--- src/rtl/audio_voice_mixer.sv ---
// Multi-voice PCM playback engine and mixer.
// Time-multiplexed ROM fetch, saturated stereo output to the Audio Core.
module audio_voice_mixer #(
  parameter int N_VOICES = 4,
  parameter int N_CLIPS  = 8,
  parameter int ADDR_W   = 18,
  parameter int SAMPLE_W = 8,
  parameter int OUT_W    = 16,
  localparam int CLIP_W  = $clog2(N_CLIPS)
) (
  input  logic                clk,
  input  logic                reset,
  input  logic                chipselect,
  input  logic                write,
  input  logic                read,
  input  logic [3:0]          address,
  input  logic [7:0]          writedata,
  output logic [7:0]          readdata,
  output logic [CLIP_W-1:0]   clip_sel,
  input  logic [ADDR_W-1:0]   clip_begin,
  input  logic [ADDR_W-1:0]   clip_end,
  output logic [ADDR_W-1:0]   rom_addr,
  input  logic [SAMPLE_W-1:0] rom_q,
  input  logic                left_chan_ready,
  input  logic                right_chan_ready,
  output logic [OUT_W-1:0]    sample_data_l,
  output logic [OUT_W-1:0]    sample_data_r,
  output logic                sample_valid_l,
  output logic                sample_valid_r
);

  localparam int VI_W   = (N_VOICES > 1) ? $clog2(N_VOICES) : 1;
  localparam int PROD_W = SAMPLE_W + 9;
  localparam int ACC_W  = SAMPLE_W + 9 + $clog2(N_VOICES);
  localparam int SH     = OUT_W - SAMPLE_W - 7;
  localparam int WIDE_W = ACC_W + SH;

  typedef enum logic [2:0] {
    IDLE, FETCH, DRAIN, SAT, OUT
  } state_t;

  state_t state, state_nxt;

  logic                      enable;
  logic [2:0]                vsel;
  logic [ADDR_W-1:0]         ptr [N_VOICES];
  logic [ADDR_W-1:0]         bgn [N_VOICES];
  logic [ADDR_W-1:0]         fin [N_VOICES];
  logic [7:0]                vol [N_VOICES];
  logic [N_VOICES-1:0]       loop;
  logic [N_VOICES-1:0]       active;
  logic [VI_W-1:0]           kcnt;
  logic [VI_W-1:0]           acc_idx;
  logic                      acc_vld;
  logic signed [ACC_W-1:0]   acc;
  logic signed [OUT_W-1:0]   mix;
  logic signed [PROD_W-1:0]  prod;
  logic signed [WIDE_W-1:0]  wide;
  logic [WIDE_W-OUT_W:0]     hi;
  logic [OUT_W-1:0]          sat;
  logic                      fetch;
  logic                      out_fire;
  logic                      ready_both;
  logic                      last_k;
  logic                      wr;
  logic                      vsel_ok;
  logic [VI_W-1:0]           vidx;
  logic                      wr_trig;
  logic                      wr_vol;
  logic                      wr_stop;
  logic                      stop_all;

  assign clip_sel   = writedata[CLIP_W-1:0];
  assign ready_both = left_chan_ready && right_chan_ready;
  assign last_k     = (kcnt == VI_W'(N_VOICES - 1));
  assign wr         = chipselect && write;
  assign vsel_ok    = ({1'b0, vsel} < 4'(N_VOICES));
  assign vidx       = vsel[VI_W-1:0];
  assign wr_trig    = wr && (address == 4'd2) && vsel_ok;
  assign wr_vol     = wr && (address == 4'd3) && vsel_ok;
  assign wr_stop    = wr && (address == 4'd4) && vsel_ok;
  assign stop_all   = wr && (address == 4'd0) && writedata[1];
  assign prod       = $signed(rom_q) * $signed({1'b0, vol[acc_idx]});

  assign sample_data_r  = sample_data_l;
  assign sample_valid_r = sample_valid_l;

  // Scale the accumulator to output range and clamp
  always_comb begin
    wide = WIDE_W'(acc) <<< SH;
    hi   = wide[WIDE_W-1:OUT_W-1];
    sat  = wide[OUT_W-1:0];
    if (!((&hi) || !(|hi)))
      sat = wide[WIDE_W-1] ? {1'b1, {(OUT_W-1){1'b0}}}
                           : {1'b0, {(OUT_W-1){1'b1}}};
  end

  // Global control registers
  always_ff @(posedge clk) begin
    if (reset) begin
      enable <= 1'b0;
      vsel   <= 3'd0;
    end else if (wr) begin
      if (address == 4'd0) enable <= writedata[0];
      if (address == 4'd1) vsel <= writedata[2:0];
    end
  end

  // Per-voice state; CPU writes win over the playback update
  always_ff @(posedge clk) begin
    if (reset) begin
      for (int i = 0; i < N_VOICES; i++) begin
        ptr[i]    <= '0;
        bgn[i]    <= '0;
        fin[i]    <= '0;
        vol[i]    <= 8'd128;
        loop[i]   <= 1'b0;
        active[i] <= 1'b0;
      end
    end else begin
      for (int i = 0; i < N_VOICES; i++) begin
        if (stop_all) begin
          active[i] <= 1'b0;
        end else if (wr_trig && vidx == VI_W'(i)) begin
          ptr[i]    <= clip_begin;
          bgn[i]    <= clip_begin;
          fin[i]    <= clip_end;
          loop[i]   <= writedata[7];
          active[i] <= (clip_begin <= clip_end);
        end else if (wr_stop && vidx == VI_W'(i)) begin
          active[i] <= 1'b0;
        end else if (acc_vld && acc_idx == VI_W'(i) && active[i]) begin
          if (ptr[i] < fin[i]) ptr[i] <= ptr[i] + 1'b1;
          else if (loop[i])    ptr[i] <= bgn[i];
          else                 active[i] <= 1'b0;
        end
        if (wr_vol && vidx == VI_W'(i)) vol[i] <= writedata;
      end
    end
  end

  // FSM state register
  always_ff @(posedge clk) begin
    if (reset) state <= IDLE;
    else       state <= state_nxt;
  end

  // FSM next-state logic
  always_comb begin
    state_nxt = state;
    unique case (state)
      IDLE:  if (enable && ready_both) state_nxt = FETCH;
      FETCH: if (last_k) state_nxt = DRAIN;
      DRAIN: state_nxt = SAT;
      SAT:   state_nxt = OUT;
      OUT:   if (ready_both) state_nxt = IDLE;
      default: state_nxt = IDLE;
    endcase
  end

  // FSM outputs: ROM address during fetch, output handshake
  always_comb begin
    fetch    = 1'b0;
    out_fire = 1'b0;
    rom_addr = '0;
    unique case (state)
      FETCH: begin
        fetch    = 1'b1;
        rom_addr = ptr[kcnt];
      end
      OUT:     out_fire = ready_both;
      default: ;
    endcase
  end

  // Voice counter, accumulate pipeline and mix register
  always_ff @(posedge clk) begin
    if (reset) begin
      kcnt    <= '0;
      acc_idx <= '0;
      acc_vld <= 1'b0;
      acc     <= '0;
      mix     <= '0;
    end else begin
      kcnt    <= (fetch && !last_k) ? kcnt + 1'b1 : '0;
      acc_idx <= kcnt;
      acc_vld <= fetch;
      if (state == IDLE)
        acc <= '0;
      else if (acc_vld && active[acc_idx])
        acc <= acc + ACC_W'(prod);
      if (state == SAT) mix <= $signed(sat);
    end
  end

  // Registered sample output and status readback
  always_ff @(posedge clk) begin
    if (reset) begin
      sample_valid_l <= 1'b0;
      sample_data_l  <= '0;
      readdata       <= 8'd0;
    end else begin
      sample_valid_l <= out_fire;
      if (out_fire) sample_data_l <= mix;
      if (chipselect && read && address == 4'd0)
        readdata <= 8'(active);
      else
        readdata <= 8'd0;
    end
  end

endmodule

--- config.mk ---
export PLATFORM = sky130hd
export DESIGN_NAME = audio_voice_mixer
export DESIGN_NICKNAME = d
export VERILOG_FILES = /design/src/rtl/audio_voice_mixer.sv
export SDC_FILE = /design/constraint.sdc
export NUM_CORES = 1
export LEC_CHECK = 0
export CORE_UTILIZATION = 61
export CTS_BUF_LIST = sky130_fd_sc_hd__clkbuf_8 sky130_fd_sc_hd__clkbuf_16
export DETAILED_ROUTE_END_ITERATION = 16
export GPL_TIMING_DRIVEN = 0
export PLACE_DENSITY = 0.82
export SLEW_MARGIN = 20
export SYNTH_ARGS = -nofsm -noshare
export SYNTH_HDL_FRONTEND = slang
export SYNTH_SLANG_ARGS = --single-unit
--- constraint.sdc ---
create_clock -name clk -period 8.94 [get_ports clk]
set_clock_uncertainty 0.2 [all_clocks]
set_input_delay 0.894 -clock clk [delete_from_list [all_inputs] [get_ports clk]]
set_output_delay 0.894 -clock clk [all_outputs]
set_load 0.005 [all_outputs]
* Word level (Yosys, flattened, before mapping)
Memory sizes are Yosys's and may differ from the RTL's. A register that Yosys moved wholly into a read port is not among the register bits.
Cells that the tools add are included.
** Word-level totals
- Register bits after elaboration :: 80
- Bits in writable memories :: 248
- Output and inout bits :: 63
- Memories :: 4
** Cells by class
- $add $sub $neg :: 6
- Multiply operators :: 1
- Mux-type cells :: 147
- Magnitude comparators :: 7
- Reduce and logical (&&, ||, !) cells :: 63
- Eq/ne operators :: 26
- Bitwise operators :: 27
** Memory list
- bgn :: depth 4, bits a word 18, read ports 4, clocked after memory_dff 0, write ports 4, RTL line 47 : logic [ADDR_W-1:0] bgn [N_VOICES];
- fin :: depth 4, bits a word 18, read ports 4, clocked after memory_dff 0, write ports 4, RTL line 48 : logic [ADDR_W-1:0] fin [N_VOICES];
- ptr :: depth 4, bits a word 18, read ports 5, clocked after memory_dff 1, write ports 4, RTL line 46 : logic [ADDR_W-1:0] ptr [N_VOICES];
- vol :: depth 4, bits a word 8, read ports 1, clocked after memory_dff 1, write ports 4, RTL line 49 : logic [7:0] vol [N_VOICES];
** Operator list (count)
- $mux 18 :: 21
- $mux 1 :: 113
- $add 18x1->18 const B :: 4
- $lt 18x18->1 :: 4
- $logic_and 1x1->1 :: 35
- $mux 16 :: 2
- $mux 8 :: 4
- $or 1x1->1 :: 24
- $add 19x17->19 :: 1
- $le 18x18->1 :: 1
- $mul 8x9->17 :: 1
- $pmux 3 s5 :: 1
- $reduce_and 3->1 :: 5
- $ne 3x1->1 const B :: 4
- $ne 3x3->1 const B :: 4
- $reduce_and 2->1 :: 6
- $reduce_bool 3->1 :: 4
- $eq 2x2->1 const B :: 5
- $mux 3 :: 3
- $eq 4x2->1 const B :: 2
- $reduce_or 2->1 :: 4
- $eq 3x2->1 const B :: 2
- $ne 2x2->1 const B :: 3
- $reduce_and 5->1 :: 1
- other kinds (17) :: 23

* Depth between registers and ports, before layout
Gate-level depths: netlist of run 1.
- Depth in word-level cells :: 11
- Depth in mapped cells :: 21
- Gate-level depth less buffers :: 20

* Least setup slack after synthesis of run 1
Ideal clock, no wire load.
- Path type :: register to register
- Start point :: reg acc_idx[0]
- End point :: reg acc[18]
- Setup slack :: 2.575 ns
- Arrival time :: 6.107 ns
- Buffers on the path :: 1
- Stages on the path, launching flop included :: 18
- Path through :: dfxtp_1 buf_1 mux4_2 nand2b_1 fa_1 fa_1 inv_1 fa_1 fa_1 fa_1 ha_1 o21ai_0 a21oi_1 o41a_1 a21oi_1 mux2i_1 or4_1 nand2_1
** Between the ends
- Longest elaborated chain between the ends :: 3
** Ends and longest elaborated chain
- start: declaration :: RTL line 53 : logic [VI_W-1:0] acc_idx;
- start signal: assignment :: RTL line 186 : acc_idx <= kcnt;
- $bmux 1 s2 :: RTL line 190 : else if (acc_vld && active[acc_idx])
- $mux 1 (implied by the code) :: RTL line 190
- $logic_and 1x1->1 :: RTL line 190
- end signal: assignment :: RTL line 191 : acc <= acc + ACC_W'(prod);
- end: declaration :: RTL line 55 : logic signed [ACC_W-1:0] acc;
Every way passes these cells. The select of a mux whose other input is x is not followed.
A chain may end at the register's enable or synchronous reset.

* Final worst setup path of run 1
Ends and elaborated chain as after synthesis.

==> results of run 1 <==
==> Yosys cell counts, types with 27 or more instances <==
| cell type | count | area, um2 |
|---|---|---|
| ha_1 | 147 | 1840 |
| mux4_2 | 27 | 608 |
| nor2b_1 | 30 | 188 |
| mux2i_1 | 31 | 310 |
| nor2_1 | 144 | 541 |
| o21ai_0 | 45 | 225 |
| fa_1 | 51 | 1020 |
| clkbuf_1 | 53 | 199 |
| nand2_1 | 189 | 709 |
| nand4_1 | 33 | 206 |
| a21oi_1 | 65 | 325 |
| edfxtp_1 | 248 | 7450 |
| inv_1 | 185 | 694 |
| xor2_1 | 41 | 359 |
| and2_1 | 129 | 807 |
| xnor2_1 | 36 | 315 |
| a21o_1 | 34 | 255 |
| dfxtp_1 | 76 | 1520 |
| nand3_1 | 45 | 225 |
==> power by group through the flow <==
| stage | clock, mW | combinational, mW | sequential, mW |
|---|---|---|---|
| detailed placement | 0 | 0.653 | 1.72 |
| global route | 1.49 | 0.747 | 1.69 |
| CTS | 1.44 | 0.661 | 1.69 |
| floorplan | 0 | 0.465 | 1.70 |
| global placement | 0 | 0.626 | 1.72 |
| finish | 1.44 | 0.663 | 1.69 |
==> critical path, delay by kind of cell (launching register included) <==
kind / cells / cell delay (ns)
compound gates: 4 / 1.12
simple gates: 3 / 0.76
flops: 1 / 0.44
fa+ha+maj: 6 / 2.93
mux: 2 / 0.88
buf+inv: 2 / 0.71
==> cells in the final DEF (no fill, tap or decap), types with 15 or more instances in the layout <==
master           instances
dfxtp_1                 76
o21ai_0                 40
nand3_1                 45
nor2b_1                 30
mux4_2                  27
a221oi_1                15
and3_1                  17
fa_1                    51
a21o_1                  34
and2_1                 129
nor3_1                  24
nand2_1                188
edfxtp_1               248
nand2b_1                19
clkdlybuf4s50_1        119
nand4_1                 33
ha_1                   147
a221o_1                 17
a21oi_1                 65
clkbuf_16               38
xor2_1                  41
nor2_1                 144
buf_4                   25
clkbuf_1                53
xnor2_1                 36
inv_1                  193
mux2i_1                 31
==> routing by layer <==
layer / global-route usage / routed length, um / vias up
li1: - / - / 6919
met1: 0.414 / 20300 / 7309
met2: 0.541 / 24900 / 863
met3: 0.0728 / 5520 / 186
met4: 0.162 / 2920 / 0
met5: 0 / 0 / -
==> per-stage QoR <==
step,hold WS (ns),power (mW),setup slack (ns)
after floorplan,0.232,2.17,2.57
after global placement,0.244,2.34,1.91
after detailed placement,0.247,2.37,1.88
after CTS,0.250,3.78,1.82
after global routing,0.280,3.93,1.44
final,0.254,3.79,1.84
==> worst max path at each step <==
stage / from / cells after the start / slack, ns / to
floorplan: acc_idx[0]$_SDFF_PP0_ / 17 / 2.57 / acc[18]$_SDFFE_PP0P_
global placement: acc_idx[0]$_SDFF_PP0_ / 17 / 1.91 / acc[18]$_SDFFE_PP0P_
detailed placement: acc_idx[0]$_SDFF_PP0_ / 17 / 1.88 / acc[18]$_SDFFE_PP0P_
CTS: acc_idx[0]$_SDFF_PP0_ / 17 / 1.82 / acc[18]$_SDFFE_PP0P_
global route: acc_idx[0]$_SDFF_PP0_ / 17 / 1.44 / acc[18]$_SDFFE_PP0P_
finish: acc_idx[0]$_SDFF_PP0_ / 17 / 1.84 / acc[18]$_SDFFE_PP0P_
==> flip-flops by register name, indices dropped and copies added (netlist names) <==
name and cells:
acc_vld 1, acc 19, vol 32, bgn 72
fin 72, ptr 72, acc_idx 2, sample_data_l 16
vsel 3, mix 16, sample_valid_l 1, loop 4
enable 1, state 3, active 4, kcnt 2
readdata 4
==> cell type report <==
type / instances / area, um2
Tap cell: 435 / 544
Inverter: 188 / 706
Buffer: 94 / 490
Clock buffer: 42 / 1010
Sequential cell: 324 / 8970
Fill cell: 2229 / 9000
Multi-Input combinational cell: 1276 / 9700
Clock inverter: 20 / 123
Antenna cell: 1 / 2.50
Timing Repair Buffer: 122 / 1260
==> cells by family after synthesis <==
logic type	Yosys count
adder cells (fa/ha/maj)	198
AND/OR/NAND/NOR	679
buffers and inverters	282
flip-flops	324
multiplexers	60
XOR/XNOR	77
other	1
AO/OA/AOI/OAI	258
==> key figures, run 1 <==
Status
  • Outcome: complete, no violations

CTS
  • H-tree levels: 2
  • CTS Hold Bufs: 0
  • Worst skew pair latency: 0.54 ns
  • TritonCTS Sinks: about 320
  • CTS root buffer: clkbuf_16
  • CTS Buf Count: 36
  • Post_cts resized: 0
  • CTS tree: built
  • Post-CTS Setup Bufs: 0
  • Clk slew on worst S/H paths: approximately 0.06 ns
  • Worst-case clock buffer depth: 3

Final layout
  • Area grow syn2layout: 15.0%
  • Post-layout util: 0.717
  • Design area: 22800 um2
  • Final std cells w/o fill: 2502
  • Nets: around 2300
  • Share of cells above drive strength 1: 0.0658

Yosys
  • Mapped Cells: around 1900
  • Mapped Area: 19800 um2
  • Post-synth EDFFs: 248
  • Synth warnings: 0
  • Largest family of logic cells by synthesized area: simple AND/OR/NAND/NOR gates
  • Post-synthesis mux area share: 0.0475
  • Yosys reg bits: about 320
  • Synthesized area per cell: between 10 and 15 um2
  • Synth Area in XOR/XNOR: 0.0340
  • Simple-gate share of the synthesized area: 0.171
  • Ys flop type: edfxtp_1
  • Post-synth ARST share: 0
  • Synth Area in Compound Gates: 0.0904
  • Seq/Total Area, Yosys: 0.452
  • Synth Area in Adders: 0.144
  • Count of cell types in the netlist: 72

GRT
  • First-pass GRT wire length: 83600 um
  • Grt total ovfl: 0
  • Tot GR Track Use: 0.330
  • Vias in the first global route: between 15000 and 20000
  • Initial antenna violation count: 1
  • Largest net degree at the start of global routing: 37

Critical path
  • Critical Path Slowest Stage Cell: mux4_2
  • CP Capture Type: flop
  • Reg2Reg Setup Slack: between 1.5 and 2 ns
  • Crit path kind: flop to flop
  • Crit path required time: around 9 ns
  • CP most frequent cell: fa_1
  • Crit start category: flop
  • CP peak stage delay: between 0.7 and 0.8 ns
  • Crit path DAT: approximately 7.4 ns
  • R2R Path End: acc[18]$_SDFFE_PP0P_
  • FF-to-FF path depth: 17
  • Worst r2r src: acc_idx[0]$_SDFF_PP0_
  • Worst path cell trace: buf_1 > mux4_2 > nand2b_1 > fa_1 > fa_1 > inv_1 > fa_1 > fa_1 > fa_1 > ha_1 > o21ai_0 > a21oi_1 > o41a_1 > a21oi_1 > mux2i_1 > or4_1 > nand2_1
  • Worst-path maximum fanout: 10

Placed design
  • Placed cells: between 2000 and 2500
  • Routability cong.: about 0.98
  • PortBufs: roughly 120
  • Cell Area, Placed: ~22000 um2
  • HPWL Detailed: about 41000 um

STA
  • Worst-Margin Slew: just under 1 ns
  • Period utilisation layout: 0.794
  • Unrepaired setup endpoints after global routing: no
  • Final Max Slew Viols: 0
  • Max_slew headroom: 0.349
  • Fmax: 0.141 GHz
  • Final setup viols: 0
  • Final Hold Violating Endpoints: 0
  • Final setup TNS: 0 ns
  • Period minus WS final: just over 7 ns

Detailed routing
  • DR WL/cell: approximately 21 um
  • Routed via count: ~15000
  • Final ANT Viol Nets: 0
  • Drt first-iter violations: roughly 1600
  • Vias/cell: a little over 6
  • Post-route DRC: 0
  • Routed wire length: roughly 54000 um
  • Pre-antenna DRT Iters: 6

Power
  • Combinational power share: 0.175
  • Maximum vdd drop: around 0.15 mV
  • Clock network power share: 0.379
  • Lkg Pwr: approximately 9.4 nW
  • Sw power: 1.03 mW
  • Sequential share of power: 0.446
  • Internal: about 2.8 mW
  • Switching Share: 0.271
  • Pwr dens: about 170 nW/um2

Floorplan
  • Die area: 33200 um2
  • Number of core rows: 65
  • IO Pins: 126
  • Initial Util: 0.623
  • DIE WIDTH: ~180 um
  • Die Ht: 182 um
  • Core ar.: between 30000 and 40000 um2

Hold path
  • HP Start: mix[7]$_SDFFE_PP0P_
  • Hold endpoint: sample_data_l[7]$_SDFFE_PP0P_
  • Hold Crit Class: flop to flop
  • Worst Hold Depth: 2

Flow run
  • MaxCap Viol Count: 0
(Power assumes the default switching activity.)
==> run 2, diff against run 1 <==
clock period = 6.9 ns   (was 8.94 ns; I/O delays follow)
==> key figures, run 2 (same netlist as run 1, synthesis figures left out) <==
Placed design
  • PortBufs: 119
  • Routability cong.: slightly below 1
  • Cell Area, Placed: between 20000 and 25000 um2
  • HPWL Detailed: 40600 um

Detailed routing
  • Routed wire length: roughly 54000 um
  • Vias/cell: 6.12
  • Pre-antenna DRT Iters: 6
  • DR WL/cell: ~21 um
  • Final ANT Viol Nets: 0
  • Drt first-iter violations: approximately 1600
  • Routed via count: approximately 15000
  • Post-route DRC: 0

STA
  • Hold_ws: approximately 0.25 ns
  • Final setup TNS: 0 ns
  • Final setup viols: 0
  • Fmax: around 0.15 GHz
  • Unrepaired setup endpoints after global routing: no
  • Worst-Margin Slew: just under 1 ns
  • Final Max Slew Viols: 0
  • Period utilisation layout: 0.956
  • Period minus WS final: about 6.6 ns
  • Final Hold Violating Endpoints: 0
  • Max_slew headroom: 0.344

Power
  • Combinational power share: 0.176
  • Switching Share: 0.271
  • Lkg Pwr: 9.37 nW
  • Pwr dens: 215 nW/um2
  • Internal: between 3 and 4 mW
  • Sw power: between 1 and 1.5 mW
  • Sequential share of power: 0.445
  • Pwr Total: between 4 and 5 mW
  • Clock network power share: 0.379
  • Maximum vdd drop: around 0.19 mV

CTS
  • CTS root buffer: clkbuf_16
  • CTS Hold Bufs: 0
  • Post-CTS Setup Bufs: 0
  • Worst skew pair latency: approximately 0.53 ns
  • CTS tree: built
  • Clk slew on worst S/H paths: 0.06 ns
  • TritonCTS Sinks: approximately 320
  • Worst-case clock buffer depth: 3
  • H-tree levels: 2
  • CTS Buf Count: 36

GRT
  • Grt total ovfl: 0
  • Largest net degree at the start of global routing: 37
  • First-pass GRT wire length: about 84000 um
  • Vias in the first global route: between 15000 and 20000
  • Tot GR Track Use: 0.330
  • Initial antenna violation count: 1

Final layout
  • Post-layout util: 0.717
  • Design area: ~23000 um2
  • Area grow syn2layout: 15.0%
  • Share of cells above drive strength 1: 0.0663
  • Nets: 2303
  • Most common cell after layout, fill and taps aside: edfxtp_1
  • Most frequent cells in the layout: edfxtp_1 (248), inv_1 (193), nand2_1 (188)
  • Largest regs: bgn: 72 flops, fin: 72 flops, ptr: 72 flops

Hold path
  • Worst Hold Depth: 2
  • Hold Crit Class: flop to flop

Floorplan
  • Core ar.: ~32000 um2
  • IO Pins: roughly 130
  • Die Ht: roughly 180 um
  • Die area: roughly 33000 um2
  • DIE WIDTH: 182 um
  • Number of core rows: between 60 and 70
  • Initial Util: 0.623

Critical path
  • FF-to-FF path depth: 17
  • Crit path DAT: a little under 7 ns
  • Crit path kind: flop to flop
  • Worst-path maximum fanout: 10
  • R2R Path End: acc[18]$_SDFFE_PP0P_
  • CP Capture Type: flop
  • Crit start category: flop
  • CP endpoint: acc[18]$_SDFFE_PP0P_
  • Crit path required time: roughly 7.2 ns
  • Reg2Reg Setup Slack: between 0.3 and 0.4 ns
  • Critical Path Source: acc_idx[1]$_SDFF_PP0_
  • Worst r2r src: acc_idx[1]$_SDFF_PP0_

Status
  • Outcome: complete, no violations

Flow run
  • MaxCap Viol Count: 0
[run 2: cell type report]
cell class	instances	area, um2
tap	435	544
fill	2229	9000
timing repair buffer	122	1260
multi-input combinational	1276	9700
inverter	188	706
sequential	324	8970
buffer	94	494
clock buffer	42	1010
clock inverter	20	123
antenna	1	2.50
[run 2: worst min-delay path by stage]
stage                              start                             end  slack [ns]
floorplan           mix[10]$_SDFFE_PP0P_  sample_data_l[10]$_SDFFE_PP0P_        0.23
global route         mix[9]$_SDFFE_PP0P_   sample_data_l[9]$_SDFFE_PP0P_        0.28
global placement    mix[13]$_SDFFE_PP0P_  sample_data_l[13]$_SDFFE_PP0P_        0.24
CTS                  mix[7]$_SDFFE_PP0P_   sample_data_l[7]$_SDFFE_PP0P_        0.25
detailed placement   mix[4]$_SDFFE_PP0P_   sample_data_l[4]$_SDFFE_PP0P_        0.25
finish               mix[7]$_SDFFE_PP0P_   sample_data_l[7]$_SDFFE_PP0P_        0.25
[run 2: timing repair]
item                       4_1_cts  5_1_grt
gates resized for setup          1        2
hold endpoints to repair         0        0
setup endpoints to repair        1        1
[run 2: routing by layer]
metal	global-route usage	routed length, um	vias up
li1	-	-	6922
met1	0.414	20500	7324
met2	0.541	25000	877
met3	0.0728	5430	177
met4	0.162	2810	0
met5	0	0	-
[run 2: per-stage QoR]
stage	setup WS, ns	std cells
after global placement	-0.131	2436
final	0.301	2502
after detailed placement	-0.159	2439
after CTS	0.135	2501
after floorplan	0.535	1882
after global routing	0.0130	2501
[run 2: worst max-delay path, cell delays in order (launching register included)]
cell and delay, ns:
dfxtp_1 0.35, clkbuf_1 0.53, mux4_2 0.55, nand2b_1 0.22, fa_1 0.52, fa_1 0.54
inv_1 0.06, fa_1 0.52, fa_1 0.58, fa_1 0.42, ha_1 0.35, o21ai_1 0.23
a21oi_1 0.10, o41a_1 0.39, a21oi_1 0.28, mux2i_1 0.14, or4_1 0.47, nand2_1 0.07
[run 2: power by group through the flow]
stage	Combinational [mW]	Sequential (mW)	Clock, mW
floorplan	0.602	2.21	0
global placement	0.811	2.23	0
detailed placement	0.847	2.23	0
CTS	0.856	2.19	1.86
global route	0.970	2.19	1.94
finish	0.862	2.19	1.86
